## config.mk

```make
export PLATFORM = sky130hd
export DESIGN_NAME = multicycle_control
export DESIGN_NICKNAME = d
export VERILOG_FILES = /design/src/rtl/multicycle_control.sv
export SDC_FILE = /design/constraint.sdc
export NUM_CORES = 1
export LEC_CHECK = 0
export ABC_CLOCK_PERIOD_IN_PS = 2400
export BUFFER_PORTS_ARGS = -buffer_cell sky130_fd_sc_hd__clkbuf_2
export CAP_MARGIN = 5
export CORE_MARGIN = 3
export CORE_UTILIZATION = 52
export CTS_CLUSTER_DIAMETER = 150
export DETAILED_ROUTE_END_ITERATION = 10
export GPL_ROUTABILITY_DRIVEN = 0
export PLACE_DENSITY = 0.87
export RECOVER_POWER = 100
export SLEW_MARGIN = 30
export SYNTH_ARGS = -nofsm -noshare
export SYNTH_HDL_FRONTEND = slang
export SYNTH_SLANG_ARGS = --single-unit
```

## constraint.sdc

```tcl
create_clock -name clk -period 2.4 [get_ports clk]
set_clock_uncertainty 0.2 [all_clocks]
set_input_delay 0.6 -clock clk [delete_from_list [all_inputs] [get_ports clk]]
set_output_delay 0.6 -clock clk [all_outputs]
set_load 0.05 [all_outputs]
```

## src/rtl/multicycle_control.sv

```systemverilog
// Main control FSM for the multicycle MIPS datapath; counts retired instructions.
// Optional illegal-instruction trap enabled by defining MC_ILLEGAL_TRAP_EN.
module multicycle_control #(
    parameter int unsigned CNT_W = 32
) (
    input  logic             clk,
    input  logic             rst_n,
    input  logic [5:0]       opcode,
    input  logic [5:0]       funct,
    input  logic             zero,
    input  logic             mem_ready,
    output logic             pc_en,
    output logic             iord,
    output logic             mem_read,
    output logic             mem_write,
    output logic             ir_write,
    output logic             mem_to_reg,
    output logic             reg_dst,
    output logic             reg_write,
    output logic             alu_src_a,
    output logic [1:0]       alu_src_b,
    output logic [3:0]       alu_op,
    output logic [1:0]       pc_source,
    output logic [3:0]       state_o,
    output logic [CNT_W-1:0] instr_count,
    output logic             illegal
);

    typedef enum logic [3:0] {
        FETCH    = 4'd0,
        DECODE   = 4'd1,
        MEMADR   = 4'd2,
        MEMRD    = 4'd3,
        MEMWB    = 4'd4,
        MEMWR    = 4'd5,
        RTYPE_EX = 4'd6,
        RTYPE_WB = 4'd7,
        BEQ      = 4'd8,
        JUMP     = 4'd9,
        ADDI_EX  = 4'd10,
`ifdef MC_ILLEGAL_TRAP_EN
        ADDI_WB  = 4'd11,
        TRAP     = 4'd12
`else
        ADDI_WB  = 4'd11
`endif
    } state_t;

    state_t           r_state;
    state_t           w_next;
    logic [CNT_W-1:0] r_count;
    logic [3:0]       w_rtype_op;

    always_comb begin
        case (funct)
            6'b100010: w_rtype_op = 4'b0110;
            6'b100100: w_rtype_op = 4'b0000;
            6'b100101: w_rtype_op = 4'b0001;
            default:   w_rtype_op = 4'b0010;
        endcase
    end

`ifdef MC_ILLEGAL_TRAP_EN
    logic w_funct_ok;
    logic r_illegal;

    always_comb begin
        w_funct_ok = (funct == 6'b100000) || (funct == 6'b100010) ||
                     (funct == 6'b100100) || (funct == 6'b100101);
    end
`endif

    always_comb begin
        w_next = r_state;
        case (r_state)
            FETCH:    w_next = mem_ready ? DECODE : FETCH;
            DECODE: begin
                case (opcode)
                    6'b100011, 6'b101011: w_next = MEMADR;
                    6'b000000:            w_next = RTYPE_EX;
                    6'b000100:            w_next = BEQ;
                    6'b000010:            w_next = JUMP;
                    6'b001000:            w_next = ADDI_EX;
`ifdef MC_ILLEGAL_TRAP_EN
                    default:              w_next = TRAP;
`else
                    default:              w_next = FETCH;
`endif
                endcase
            end
            MEMADR:   w_next = (opcode == 6'b101011) ? MEMWR : MEMRD;
            MEMRD:    w_next = mem_ready ? MEMWB : MEMRD;
            MEMWR:    w_next = mem_ready ? FETCH : MEMWR;
`ifdef MC_ILLEGAL_TRAP_EN
            RTYPE_EX: w_next = w_funct_ok ? RTYPE_WB : TRAP;
            TRAP:     w_next = TRAP;
`else
            RTYPE_EX: w_next = RTYPE_WB;
`endif
            ADDI_EX:  w_next = ADDI_WB;
            default:  w_next = FETCH;
        endcase
    end

    // Retirement is any arrival in FETCH from elsewhere; TRAP never reaches FETCH.
    always_ff @(posedge clk) begin
        if (!rst_n) begin
            r_state <= FETCH;
            r_count <= '0;
        end else begin
            r_state <= w_next;
            if (r_state != FETCH && w_next == FETCH)
                r_count <= r_count + CNT_W'(1);
        end
    end

`ifdef MC_ILLEGAL_TRAP_EN
    always_ff @(posedge clk) begin
        if (!rst_n)
            r_illegal <= 1'b0;
        else if (w_next == TRAP)
            r_illegal <= 1'b1;
    end
    assign illegal = r_illegal;
`else
    assign illegal = 1'b0;
`endif

    assign state_o     = r_state;
    assign instr_count = r_count;

    // Holding reset forces the idle decode so an abandoned instruction writes nothing.
    always_comb begin
        pc_en      = 1'b0;
        iord       = 1'b0;
        mem_read   = 1'b0;
        mem_write  = 1'b0;
        ir_write   = 1'b0;
        mem_to_reg = 1'b0;
        reg_dst    = 1'b0;
        reg_write  = 1'b0;
        alu_src_a  = 1'b0;
        alu_src_b  = 2'b00;
        alu_op     = 4'b0010;
        pc_source  = 2'b00;
        if (rst_n) begin
            case (r_state)
                FETCH: begin
                    mem_read  = 1'b1;
                    alu_src_b = 2'b01;
                    ir_write  = mem_ready;
                    pc_en     = mem_ready;
                end
                DECODE:   alu_src_b = 2'b11;
                MEMADR: begin
                    alu_src_a = 1'b1;
                    alu_src_b = 2'b10;
                end
                MEMRD: begin
                    mem_read = 1'b1;
                    iord     = 1'b1;
                end
                MEMWB: begin
                    mem_to_reg = 1'b1;
                    reg_write  = 1'b1;
                end
                MEMWR: begin
                    mem_write = 1'b1;
                    iord      = 1'b1;
                end
                RTYPE_EX: begin
                    alu_src_a = 1'b1;
                    alu_op    = w_rtype_op;
                end
                RTYPE_WB: begin
                    reg_dst   = 1'b1;
                    reg_write = 1'b1;
                end
                BEQ: begin
                    alu_src_a = 1'b1;
                    alu_op    = 4'b0111;
                    pc_source = 2'b01;
                    pc_en     = zero;
                end
                JUMP: begin
                    pc_source = 2'b10;
                    pc_en     = 1'b1;
                end
                ADDI_EX: begin
                    alu_src_a = 1'b1;
                    alu_src_b = 2'b10;
                end
                ADDI_WB:  reg_write = 1'b1;
                default: ;
            endcase
        end
    end

endmodule

```

==> results by group <==
Finish
  • Antenna cells: 0
  • Fillcell total: 338
  • Commonest cells after routing, fill and taps aside: sky130_fd_sc_hd__clkbuf_1, sky130_fd_sc_hd__buf_4, sky130_fd_sc_hd__nand2_1, sky130_fd_sc_hd__clkbuf_2, sky130_fd_sc_hd__dfxtp_1
  • Share of cells above drive strength 1: 0.319
  • Area Growth Syn to Fin: 30.4%
  • Commonest non-fill, non-tap cell in the layout: sky130_fd_sc_hd__clkbuf_1
  • Total number of nets in the final design: 398
  • Post-layout instance area: 3180 um2
  • Number of non-filler instances in the completed layout: 434

Synthesis
  • Multiplexer share of the synthesized area: 0.0247
  • Main flop type after synthesis: sky130_fd_sc_hd__dfxtp_1
  • Number of synthesized flops with an enable pin: 0
  • Post-Syn Instances: 302
  • Synth cell types: 54
  • Warnings from Yosys: 0
  • Synthesized area: 2430 um2
  • Compound-cell area share of the yosys netlist: 0.229
  • Xor and xnor fraction of the mapped netlist area: 0.00719
  • Cell types with the largest area share after synthesis: sky130_fd_sc_hd__dfxtp_1, sky130_fd_sc_hd__or4_1, sky130_fd_sc_hd__o31ai_1
  • Combinational family with the most area after synthesis: simple AND/OR/NAND/NOR gates
  • Part of the Yosys area used for sequential elements: 0.296
  • Post-Synth Simple-Gate Area: 0.372
  • Share of Yosys cell area claimed by the top area cell type: 0.296
  • Post-synthesis async set-or-reset flop share: 0
  • Dominant cell type by area after synthesis: sky130_fd_sc_hd__dfxtp_1
  • Post-synthesis share of cell area spent on full adders, half adders and majority gates: 0.00514
  • Mean instance size in the synthesized netlist: 8.06 um2
  • Yosys reg bits: 36

Outcome
  • Run status: complete, but fails checks
  • Violated checks: setup timing

Power
  • LEAKAGE: 0.976 nW
  • Overall power of the completed layout: 1.22 mW
  • Worst IR drop on VDD: 0.388 mV
  • Ratio of total power to cell area: 385 nW/um2

Placed design
  • Post-detail-place hpwl: 4950 um
  • Count of buffers inserted at the top-level ports: 67
  • Post-placement cell area: 3080 um2
  • Post-placement cell count: 423

Timing
  • Final hold violation count: 0
  • Achievable frequency: 393 MHz
  • Worst-margin pin slew: 0.620 ns
  • Worst slack on hold paths: 0.274 ns
  • Final period util: 1.06
  • Number of max-slew violations in the final report: 0
  • Worst relative slew slack: 0.588
  • PnR worst setup slack: -0.146 ns
  • RSZ-0062 raised after global routing: true
  • Final Setup Violations: 2
  • Minimum period implied by the final worst setup slack: 2.55 ns

Min path
  • Class of the most critical hold timing path: reg -> reg
  • Startpoint of the most critical hold path: instr_count[5]
  • Hold EP: instr_count[5]
  • Hold depth: 2

Clock network
  • CTS tree: done
  • Maximum level of the CTS H-tree: 2
  • Hold Buf Count CTS: 0
  • Clock edge transition at the registers on the reported setup and hold paths: 0.08 ns
  • Number of sinks driven by the clock tree: 36
  • Largest buffer count on any clock path: 2
  • Worst-skew pair later-pin latency: 0.30 ns
  • CTS Root Cell: sky130_fd_sc_hd__clkbuf_8
  • Number of buffers created by CTS: 5

Floorplan
  • Area of the die: 5540 um2
  • Effective utilization at floorplan: 0.548
  • Vertical extent of the die: 74.4 um
  • Placement Rows: 24
  • Number of top-level pins: 70
  • Placeable core region: 4440 um2
  • Width of the die: 74.4 um

Worst setup path
  • CP Max Fanout: 2
  • Crit path kind: in -> out
  • Worst Path Required: 1.60 ns
  • Reg-to-reg slack, setup: 0.01 ns
  • Kind of start point of the critical path: input pin
  • Nature of the critical path endpoint: output pin
  • Number of cells on the worst reg-to-reg path: 6
  • CP arrival: 1.75 ns
  • Startpoint of the lowest-slack register-to-register path: state_o[3]
  • Terminus of the critical flop-to-flop path: instr_count[29]

Route
  • Total number of vias: 2797
  • Drt wl/cell: 16.7 um
  • Total iterations of the first detailed-routing run: 7
  • Number of routed nets with antenna violations: 0
  • Ratio of routed vias to standard cells: 6.44
  • Detailed Route WL: 7240 um
  • Post-route DRC: 0
  • Number of design-rule violations left by the first detailed-router iteration: 260

Global routing
  • Congestion Overflow GR: 0
  • Vias in the first global route: 2437
  • Combined global-route utilization of all metal layers: 0.250
  • Number of antenna violations at the first check in global routing: 0
  • Wire length of the first global-routing pass: 10900 um
  • Maximum number of pins on one net before global-route repair: 47

Flow run
  • Max-cap violation count: 0
[how the worst max path moves through the flow]
| stage | start | depth (start not counted) | endpoint | slack, ns |
|---|---|---|---|---|
| after global routing | funct[3] | 6 | alu_op[2] | -0.18 |
| after floorplan | rst_n | 4 | pc_en | -0.18 |
| after detailed placement | funct[3] | 6 | alu_op[2] | -0.26 |
| after global placement | funct[3] | 6 | alu_op[2] | -0.24 |
| final | funct[3] | 6 | alu_op[0] | -0.15 |
| after CTS | funct[3] | 6 | alu_op[2] | -0.14 |
[report_power, final]
part	total (mW)	internal (mW)	switching (mW)
Clock	0.430	0.204	0.226
Combinational	0.186	0.0619	0.125
Sequential	0.605	0.599	0.00655
Total	1.22	0.865	0.358
[per-layer routing]
metal	global-route usage	part of all wire	vias to the layer above
met5	0	0	-
met4	0.105	0.017	0
met3	0.0486	0.082	18
met2	0.431	0.50	138
met1	0.302	0.41	1332
li1	-	-	1309
[cell families after synthesis]
kind of cell / after synthesis
AND/OR/NAND/NOR: 149
AO/OA/AOI/OAI: 78
flip-flops: 36
buffers and inverters: 29
multiplexers: 6
XOR/XNOR: 2
adder cells (fa/ha/maj): 1
other: 1
[flip-flops by register name, indices dropped and copies added (netlist names)]
register,flops
instr_count,32
state_o,4
[stage by stage]
step	setup slack [ns]	utilization	setup TNS [ns]
6_report	-0.146	0.715	-0.275
5_1_grt	-0.183	0.715	-2.06
4_1_cts	-0.141	0.719	-0.275
3_5_place_dp	-0.256	0.693	-2.51
3_3_place_gp	-0.238	0.693	-1.61
2_1_floorplan	-0.180	-	-0.718
[final cells by class]
class | count | area (um2) | area share
Clock buffer | 7 | 76.3 | 0.0240
Tap cell | 52 | 65.1 | 0.0205
Inverter | 5 | 20.0 | 0.00630
Timing Repair Buffer | 95 | 554 | 0.175
Multi-Input combinational cell | 238 | 1710 | 0.539
Clock inverter | 1 | 5.00 | 0.00158
Sequential cell | 36 | 744 | 0.234
[synthesized netlist by cell type, drive strengths merged (2+ instances only)]
master  count
nand2      24
nand3      11
nor4        5
nor4b       3
nor3       11
o21ai      11
nand4b      6
or4        18
or3b        3
nand4      13
a31oi       2
and4        2
or3         6
o311ai      6
or2         2
inv         4
nor2       17
mux2i       6
o31ai      17
a21oi      30
nor3b       2
buf        15
o22a        2
clkbuf      9
o41ai       5
nor2b       2
nand2b     19
dfxtp      36
[timing repair]
item,in CTS,in global routing
buffers inserted,0,2
setup endpoints to repair,10,20
gates cloned,0,1
resized for setup,10,22
pin swaps,3,4
[critical path: stages]
cell and delay (ns):
sky130_fd_sc_hd__clkbuf_2 0.08, sky130_fd_sc_hd__or3b_4 0.41, sky130_fd_sc_hd__nor3_2 0.14, sky130_fd_sc_hd__nand4b_1 0.17, sky130_fd_sc_hd__a21oi_4 0.15, sky130_fd_sc_hd__clkbuf_8 0.19
(Power assumes the default switching activity.)
